`src/rtl/rx_phase_sync.sv`:
```
// Symbol timing recovery: accumulates |sample| per oversampling phase over a
// window of 2^NB_WIN symbols, picks the strongest phase and slices BPSK there.

module rx_phase_acc #(
    parameter int NB     = 8,
    parameter int NB_ACC = 18
) (
    input  logic              clock,
    input  logic              reset,
    input  logic              clear,
    input  logic              load,
    input  logic              add,
    input  logic [NB-1:0]     load_val,
    input  logic [NB-1:0]     mag,
    output logic [NB_ACC-1:0] acc
);
    always_ff @(posedge clock or posedge reset) begin
        if (reset)      acc <= '0;
        else if (clear) acc <= '0;
        else if (load)  acc <= NB_ACC'(load_val);
        else if (add)   acc <= acc + NB_ACC'(mag);
    end
endmodule

module rx_phase_sync #(
    parameter int NB     = 8,
    parameter int OS     = 4,
    parameter int NB_OS  = 2,
    parameter int NB_WIN = 10,
    parameter int NB_ACC = NB + NB_WIN
) (
    input  logic             clock,
    input  logic             reset,
    input  logic             i_enable,
    input  logic             i_valid,
    input  logic [NB-1:0]    i_sample,
    output logic             o_bit,
    output logic             o_valid,
    output logic [NB_OS-1:0] o_phase,
    output logic             o_locked
);
    typedef enum logic [1:0] {IDLE, ACQ, TRACK} state_t;

    state_t                       state_q, state_d;
    logic   [NB_OS-1:0]           ph_q, cur_ph, sel, eff_ph;
    logic   [NB_WIN-1:0]          sym_q;
    logic   [OS-1:0][NB_ACC-1:0]  acc;
    logic   [NB_ACC-1:0]          best;
    logic   [NB-1:0]              mag;
    logic                         active, start, close, dec;

    always_comb begin
        mag    = i_sample[NB-1] ? (~i_sample + NB'(1)) : i_sample;
        cur_ph = i_valid ? '0 : ph_q + NB_OS'(1);
        active = i_enable && (state_q != IDLE);
        start  = i_enable && (state_q == IDLE) && i_valid;
        close  = active && i_valid && (sym_q == '1);
    end

    // Strict '>' keeps the lowest index on ties.
    always_comb begin
        best = acc[0];
        sel  = '0;
        for (int i = 1; i < OS; i++) begin
            if (acc[i] > best) begin
                best = acc[i];
                sel  = NB_OS'(i);
            end
        end
    end

    // Using sel on the close cycle lets phase 0 of the new symbol decide at once.
    always_comb begin
        eff_ph = close ? sel : o_phase;
        dec    = i_enable && (state_q == TRACK) && (cur_ph == eff_ph);
    end

    always_comb begin
        state_d = state_q;
        if (!i_enable) begin
            state_d = IDLE;
        end else begin
            case (state_q)
                IDLE:    if (i_valid) state_d = ACQ;
                ACQ:     if (close)   state_d = TRACK;
                TRACK:   state_d = TRACK;
                default: state_d = IDLE;
            endcase
        end
    end

    always_ff @(posedge clock or posedge reset) begin
        if (reset) begin
            state_q  <= IDLE;
            ph_q     <= '0;
            sym_q    <= '0;
            o_bit    <= 1'b0;
            o_valid  <= 1'b0;
            o_phase  <= '0;
            o_locked <= 1'b0;
        end else begin
            state_q <= state_d;
            ph_q    <= i_enable ? cur_ph : '0;
            if (!active || close) sym_q <= '0;
            else if (i_valid)     sym_q <= sym_q + NB_WIN'(1);
            if (!i_enable) begin
                o_valid  <= 1'b0;
                o_locked <= 1'b0;
            end else begin
                if (close) begin
                    o_phase  <= sel;
                    o_locked <= 1'b1;
                end
                o_valid <= dec;
                if (dec) o_bit <= i_sample[NB-1];
            end
        end
    end

    // A new window starts with the phase-0 sample that opened it.
    for (genvar g = 0; g < OS; g++) begin : g_acc
        localparam logic IS_PH0 = (g == 0);
        rx_phase_acc #(.NB(NB), .NB_ACC(NB_ACC)) u_acc (
            .clock    (clock),
            .reset    (reset),
            .clear    (!i_enable),
            .load     (start || close),
            .add      (active && (cur_ph == NB_OS'(g))),
            .load_val (IS_PH0 ? mag : '0),
            .mag      (mag),
            .acc      (acc[g])
        );
    end
endmodule

```
`config.mk`:
```
export PLATFORM = sky130hd
export DESIGN_NAME = rx_phase_sync
export DESIGN_NICKNAME = d
export VERILOG_FILES = /design/src/rtl/rx_phase_sync.sv
export SDC_FILE = /design/constraint.sdc
export NUM_CORES = 1
export LEC_CHECK = 0
export CAP_MARGIN = 40
export CORE_ASPECT_RATIO = 1.75
export CORE_MARGIN = 5
export CORE_UTILIZATION = 35
export CTS_BUF_LIST = sky130_fd_sc_hd__clkbuf_8
export CTS_CLUSTER_DIAMETER = 40
export DETAILED_ROUTE_END_ITERATION = 10
export GPL_TIMING_DRIVEN = 0
export PLACE_DENSITY = 0.53
export SYNTH_ARGS = -nofsm -noshare
export SYNTH_HDL_FRONTEND = slang
export SYNTH_SLANG_ARGS = --single-unit
```
`constraint.sdc`:
```
create_clock -name clock -period 8.08 [get_ports clock]
set_input_delay 1.616 -clock clock [delete_from_list [all_inputs] [get_ports clock]]
set_output_delay 1.616 -clock clock [all_outputs]
set_load 0.05 [all_outputs]
```
# Word-level counts from Yosys, hierarchy flattened
# Cells that the tools add are included.
# Widths: inputs -> output; s select.
totals:
  reg_bits: 91
  in_bits: 12
  out_inout_bits: 5
  elab_cells: 86
op_classes:
  n_addsub: 7
  n_lt_le_gt_ge: 3
  n_eq_ne: 14
  mux: 30
  bitwise_logic: 1
  reduce_logical: 20
ops:
  columns: ["operator", "count"]
  rows:
  - ["$mux 18", 14]
  - ["$add 18x8->18", 4]
  - ["$gt 18x18->1", 3]
  - ["$mux 10", 2]
  - ["$mux 2", 8]
  - ["$ne 3x1->1 const B", 4]
  - ["$logic_and 1x1->1", 11]
  - ["$add 10x1->10 const B", 1]
  - ["$eq 10x10->1 const B", 1]
  - ["$add 8x1->8 const B", 1]
  - ["$mux 8", 1]
  - ["$not 8->8", 1]
  - ["$eq 2x2->1 const B", 3]
  - ["$ne 3x3->1 const B", 2]
  - ["$pmux 2 s3", 1]
  - ["$eq 2x1->1 const B", 2]
  - ["$logic_not 2->1", 2]
  - ["$mux 1", 4]
  - ["$reduce_and 2->1", 2]
  - ["$reduce_bool 2->1", 2]
  - ["$add 2x1->2 const B", 1]
  - ["$eq 2x2->1", 1]
  - ["$logic_or 1x1->1", 2]
  - ["$ne 2x1->1 const B", 1]
  - ["$logic_not 1->1", 1]

# Longest topological paths before layout
logic_depth:
  word_depth: 10
  ltp_mapped: 26
  depth_no_buf: 22

# Cells and area by module
# Synthesis repeated with hierarchy kept, for this count alone.
hier_totals:
  cells_unflattened: 941
  area_unflattened_um2: 8212.9
modules_own_cells:
  columns: ["module", "n_inst", "cells_each", "area_per_inst_um2", "seq_area_each_um2"]
  rows:
  - ["rx_phase_acc (g_acc[0].u_acc ...)", 3, 150, 1337.5, 450.4]
  - ["rx_phase_sync", 1, 354, 2936.6, 475.5]
  - ["rx_phase_acc (g_acc[1].u_acc)", 1, 137, 1263.7, 450.4]

# Least setup slack after synthesis
# OpenSTA, ideal clock, no wires.
synth_timing:
  kind: "reg-to-reg"
  from: "register g_acc[0].u_acc.acc[9]"
  to: "register o_bit"
  setup_ns: 0.128
  t_arrival_ns: 5.493
  t_required_ns: 7.952
  path_slack_ns: 2.459
  stages_incl_launch_ff: 27
  n_path_buf: 4
  period_less_slack_ns: 5.621
  cell_sequence: "dfrtp_1 inv_1 ha_1 nand4_1 nor2_1 a311o_1 o22ai_1 buf_2 buf_4 mux2i_1 ha_1 nand4_1 nor2_1 a311o_1 o22ai_1 buf_2 buf_2 mux2_2 ha_1 nand4_1 nor3_1 or3_1 nor3_1 a221oi_1 nor2_1 o211ai_1 mux2_1"
synth_between:
  elab_chain_len: 10
synth_rtl:
  columns: ["item", "line", "rtl"]
  rows:
  - ["start, declared", "15", "output logic [NB_ACC-1:0] acc"]
  - ["start signal, assigned", "20", "else if (load) acc <= NB_ACC'(load_val);"]
  - ["start signal, assigned", "21", "else if (add) acc <= acc + NB_ACC'(mag);"]
  - ["$gt 18x18->1", "65", "if (acc[i] > best) begin"]
  - ["$mux 18", "65", null]
  - ["$gt 18x18->1", "65", null]
  - ["$mux 18", "65", null]
  - ["$gt 18x18->1", "65", null]
  - ["$mux 2 *", "65", null]
  - ["$mux 2 *", null, null]
  - ["$eq 2x2->1 *", "75", "dec = i_enable && (state_q == TRACK) && (cur_ph == eff_ph);"]
  - ["$logic_and 1x1->1 *", "75", null]
  - ["$reduce_and 2->1 (no source line) *", null, null]
  - ["end signal, assigned", "115", "if (dec) o_bit <= i_sample[NB-1];"]
  - ["end, declared", "37", "output logic o_bit,"]
# Mark *: on every way between the ends. The rest lies on a longest branch, timed or not.
# A chain may end at the register's enable or synchronous reset.

# Worst setup path after layout
layout_timing:
  from: "register g_acc[0].u_acc.acc[8]"
  to: "register o_bit"
# Same word-level chain as after synthesis.

==> results summary <==
The first global-routing pass estimated 31400 um of wire. The post-detailed-route count of antenna-violating nets is 0. The fmax is 136 MHz. For this block, the via count after detailed routing is 5880. The number of top-level design ports is 17. The number of global-route vias before repair is 5923. The area growth from synthesis to layout is 10.6%. The overall die width is 119 um.

The total half-perimeter wirelength after legalization and detailed placement came out at 15300 um. The cell taking the most area after synthesis is dfrtp_1. Counting the buffers created by CTS gives 9. The vias per cell is 5.31. The internal power is 1.08 mW. The remaining routing DRC violations is 0.

The standard cell with the maximum stage delay on the critical path is a221oi_1. The congestion estimate from routability-driven global placement came to 0.849. The static leakage power is 3.51 nW.

Sorting the synthesized cells by area gives the leading types as dfrtp_1, ha_1, xnor2_1. The number of synthesized flops with an enable pin is 0. The count of final max-slew check failures is 0. The setup TNS is 0 ps. The run finished with clean final reports.

The post-synthesis average cell area is 8.83 sq um. Measured against its own limit, the worst slew margin works out to 0.242. The proportion of netlist area held by the largest area contributor came out at 0.313. The count of yosys warnings during synthesis came out at 0. TritonCTS built the clock tree.

Grouping stages by cell kind, the critical path spends the most delay in compound AO/OA/AOI/OAI gates. IR analysis of the VDD net gives a maximum drop of 0.000126 V. Entering global routing, the biggest net connects 53 pins. The worst endpoint data arrival time came out at 7630 ps. The initial antenna violation count is 0. The repair_antennas step left the layout with diodes totalling 0. The critical path is of the flop to flop type.

Synthesis produced a netlist with a net count of 932. After global routing the overflow that remains totals 0. The final critical-path required period is 7370 ps. The total global routing track utilization is 0.167. For this run, asynchronously set or reset flops after synthesis account for 1.00.

The clock-pin slew of the registers on the worst-case setup and hold paths is 90 ps. The final cell utilization of the core is 0.395. The buffer depth of the longest clock path came out at 2. The tree built by TritonCTS fans out to 91 sinks.

After clock tree synthesis, the flow added hold-fix buffers numbering 0. The floorplan has 69 rows. The root buffer cell chosen for the clock tree is clkbuf_8.

Wires add up to 19400 um. The path class of the tightest hold or removal check is flop to flop. The synthesis-stage register bit count came out at 91. The power density over cell area is 224 nW/um^2. The part of the power in combinational logic came out at 0.479. The sequential-to-total area share from yosys stat is 0.313. The buffering stage count on the worst path with inverters included came out at 5. The post-route clock period utilization came out at 0.912. The post-synthesis cell type count came out at 62. Setup repair after global routing left no endpoint under its margin. The sequential power share is 0.290. The worst setup path is captured at a flop. In this run the power spent charging and discharging nets is 0.726 mW. The worst setup path is launched from a flop. The floorplan step defined a die boundary enclosing 23900 sq um. The share of post-route cells with drive strength above 1 is 0.0675. The number of buffers added for setup after CTS came out at 0.

The floorplan step set the die height to 201 um. The highest fanout seen on the critical path is 10. The setup clock skew after layout came out at 16.8 ps.

The post-synth design cell area is 7270 sq um. The endpoint required time on the critical path came out at 8350 ps. The biggest cell delay along the critical path came out at 970 ps. The slew at the pin closest to its max-slew limit is 1140 ps. The portion of total power attributed to the clock network came out at 0.232. The routed length per instance is 17.6 um. The clock tree synthesis step divided the H-tree into 3 levels.

The first-pass detailed-route iteration total is 4. The count of mapped cells out of synthesis came out at 824. Buffers placed on the I/O ports in this run total 15. At the end of the flow, the number of nets in the layout was 962. The region available for standard cell placement spans 20400 sq um. The initial utilization of the core area, before any placement, comes to 0.357. The number of setup violations in the final report is 0.

Across the run, the number of max-cap violations was 0. The later pin in the worst-skew pair is clocked with a latency of 390 ps. The layout filler cell count is 2139. After clock tree synthesis, the repair step resized 0 gates. The most used flip-flop cell after synthesis is dfrtp_1. The proportion of total power due to net switching is 0.402. For this block, the initial DRC count from the detailed router was 231. The final-report hold violation count came to 0.
==> stage by stage <==
stage	instance area [sq um]	power [mW]	setup slack (ps)	hold slack, ps	cells
floorplan	7270	1.17	2460	497	824
global placement	7730	1.39	748	469	1087
detailed placement	7790	1.40	727	473	1091
CTS	8050	1.83	703	496	1107
global route	8050	1.93	380	520	1107
finish	8050	1.80	713	494	1107
==> layout make-up <==
cell class              instances  area (sq um)  area share
multi-input cells             644          4660       0.579
inverters                      69           262      0.0325
plain buffers                  20          83.8      0.0104
flip-flops and latches         91          2280       0.283
clock inverters                 7           133      0.0165
clock buffers                   9           124      0.0154
well taps                     248           310      0.0386
repair buffers                 19           198      0.0246
==> registers in the layout (all words and copies together) (netlist names) <==
| register | cells |
|---|---|
| o_locked | 1 |
| g_acc.u_acc.acc | 72 |
| o_phase | 2 |
| o_valid | 1 |
| sym_q | 10 |
| ph_q | 2 |
| o_bit | 1 |
| state_q | 2 |
==> cells in the mapped netlist (11+ instances only) <==
library cell	number
ha_1	92
dfrtp_1	91
nor2_1	76
nand2_1	72
inv_1	68
a21oi_1	44
xnor2_1	41
o21ai_0	38
nand3_1	30
xor2_1	26
o22ai_1	24
mux2i_1	22
nand4_1	20
mux2_2	19
nor3_1	15
clkbuf_1	14
or3_1	14
nor2b_1	11
==> placed cells by master (no fill, tap or decap), types with 24 or more instances in the layout <==
master and n:
ha_1 92, dfrtp_1 91, nor2_1 76, nand2_1 72, inv_1 69, a21oi_1 44
xnor2_1 41, o21ai_0 38, nand3_1 30, xor2_1 26, o22ai_1 24
==> per-layer routing <==
metal  wire (um)  share of wire  vias to the layer above  track usage
li1            -              -                     2994            -
met1        7850           0.40                     2797        0.182
met2       10600           0.55                       56        0.320
met3         262          0.013                       33       0.0164
met4         702          0.036                        0       0.0725
met5           0              0                        -            0
==> worst paths after layout <==
kind	start	to	slack, ps	cells after the start
setup / recovery	g_acc[0].u_acc.acc[8]$_DFFE_PP0P_	o_bit$_DFFE_PP0P_	710	26
hold / removal	o_locked$_DFFE_PP0P_	o_locked$_DFFE_PP0P_	490	2
setup reg to reg	g_acc[0].u_acc.acc[8]$_DFFE_PP0P_	o_bit$_DFFE_PP0P_	710	26
hold reg to reg	o_locked$_DFFE_PP0P_	o_locked$_DFFE_PP0P_	490	2
max in group asynchronous	reset	sym_q[7]$_DFFE_PP0P_	5750	3
min in group asynchronous	reset	g_acc[3].u_acc.acc[16]$_DFFE_PP0P_	1640	2
==> tightest hold or removal path, stage by stage (launching register included) <==
cell and delay [ps]:
dfrtp_1 360, nand2_1 50, nand2_1 60
==> power by group through the flow <==
stage / registers (mW) / clock network (mW) / logic [mW]
6_report: 0.523 / 0.418 / 0.864
5_1_grt: 0.528 / 0.440 / 0.958
4_1_cts: 0.524 / 0.427 / 0.876
3_5_place_dp: 0.533 / 0 / 0.870
3_3_place_gp: 0.532 / 0 / 0.862
2_1_floorplan: 0.528 / 0 / 0.643
==> logic make-up after synthesis <==
group / after synthesis / share of synthesized area
xor gates and xnor gates: 67 / 0.0807
and+or+nand+nor: 278 / 0.190
buffers and inverters: 89 / 0.0471
AOI/OAI and AO/OA: 161 / 0.139
DFF: 91 / 0.313
adders and majority gates: 96 / 0.169
muxes: 42 / 0.0612
(Power assumes the default switching activity.)
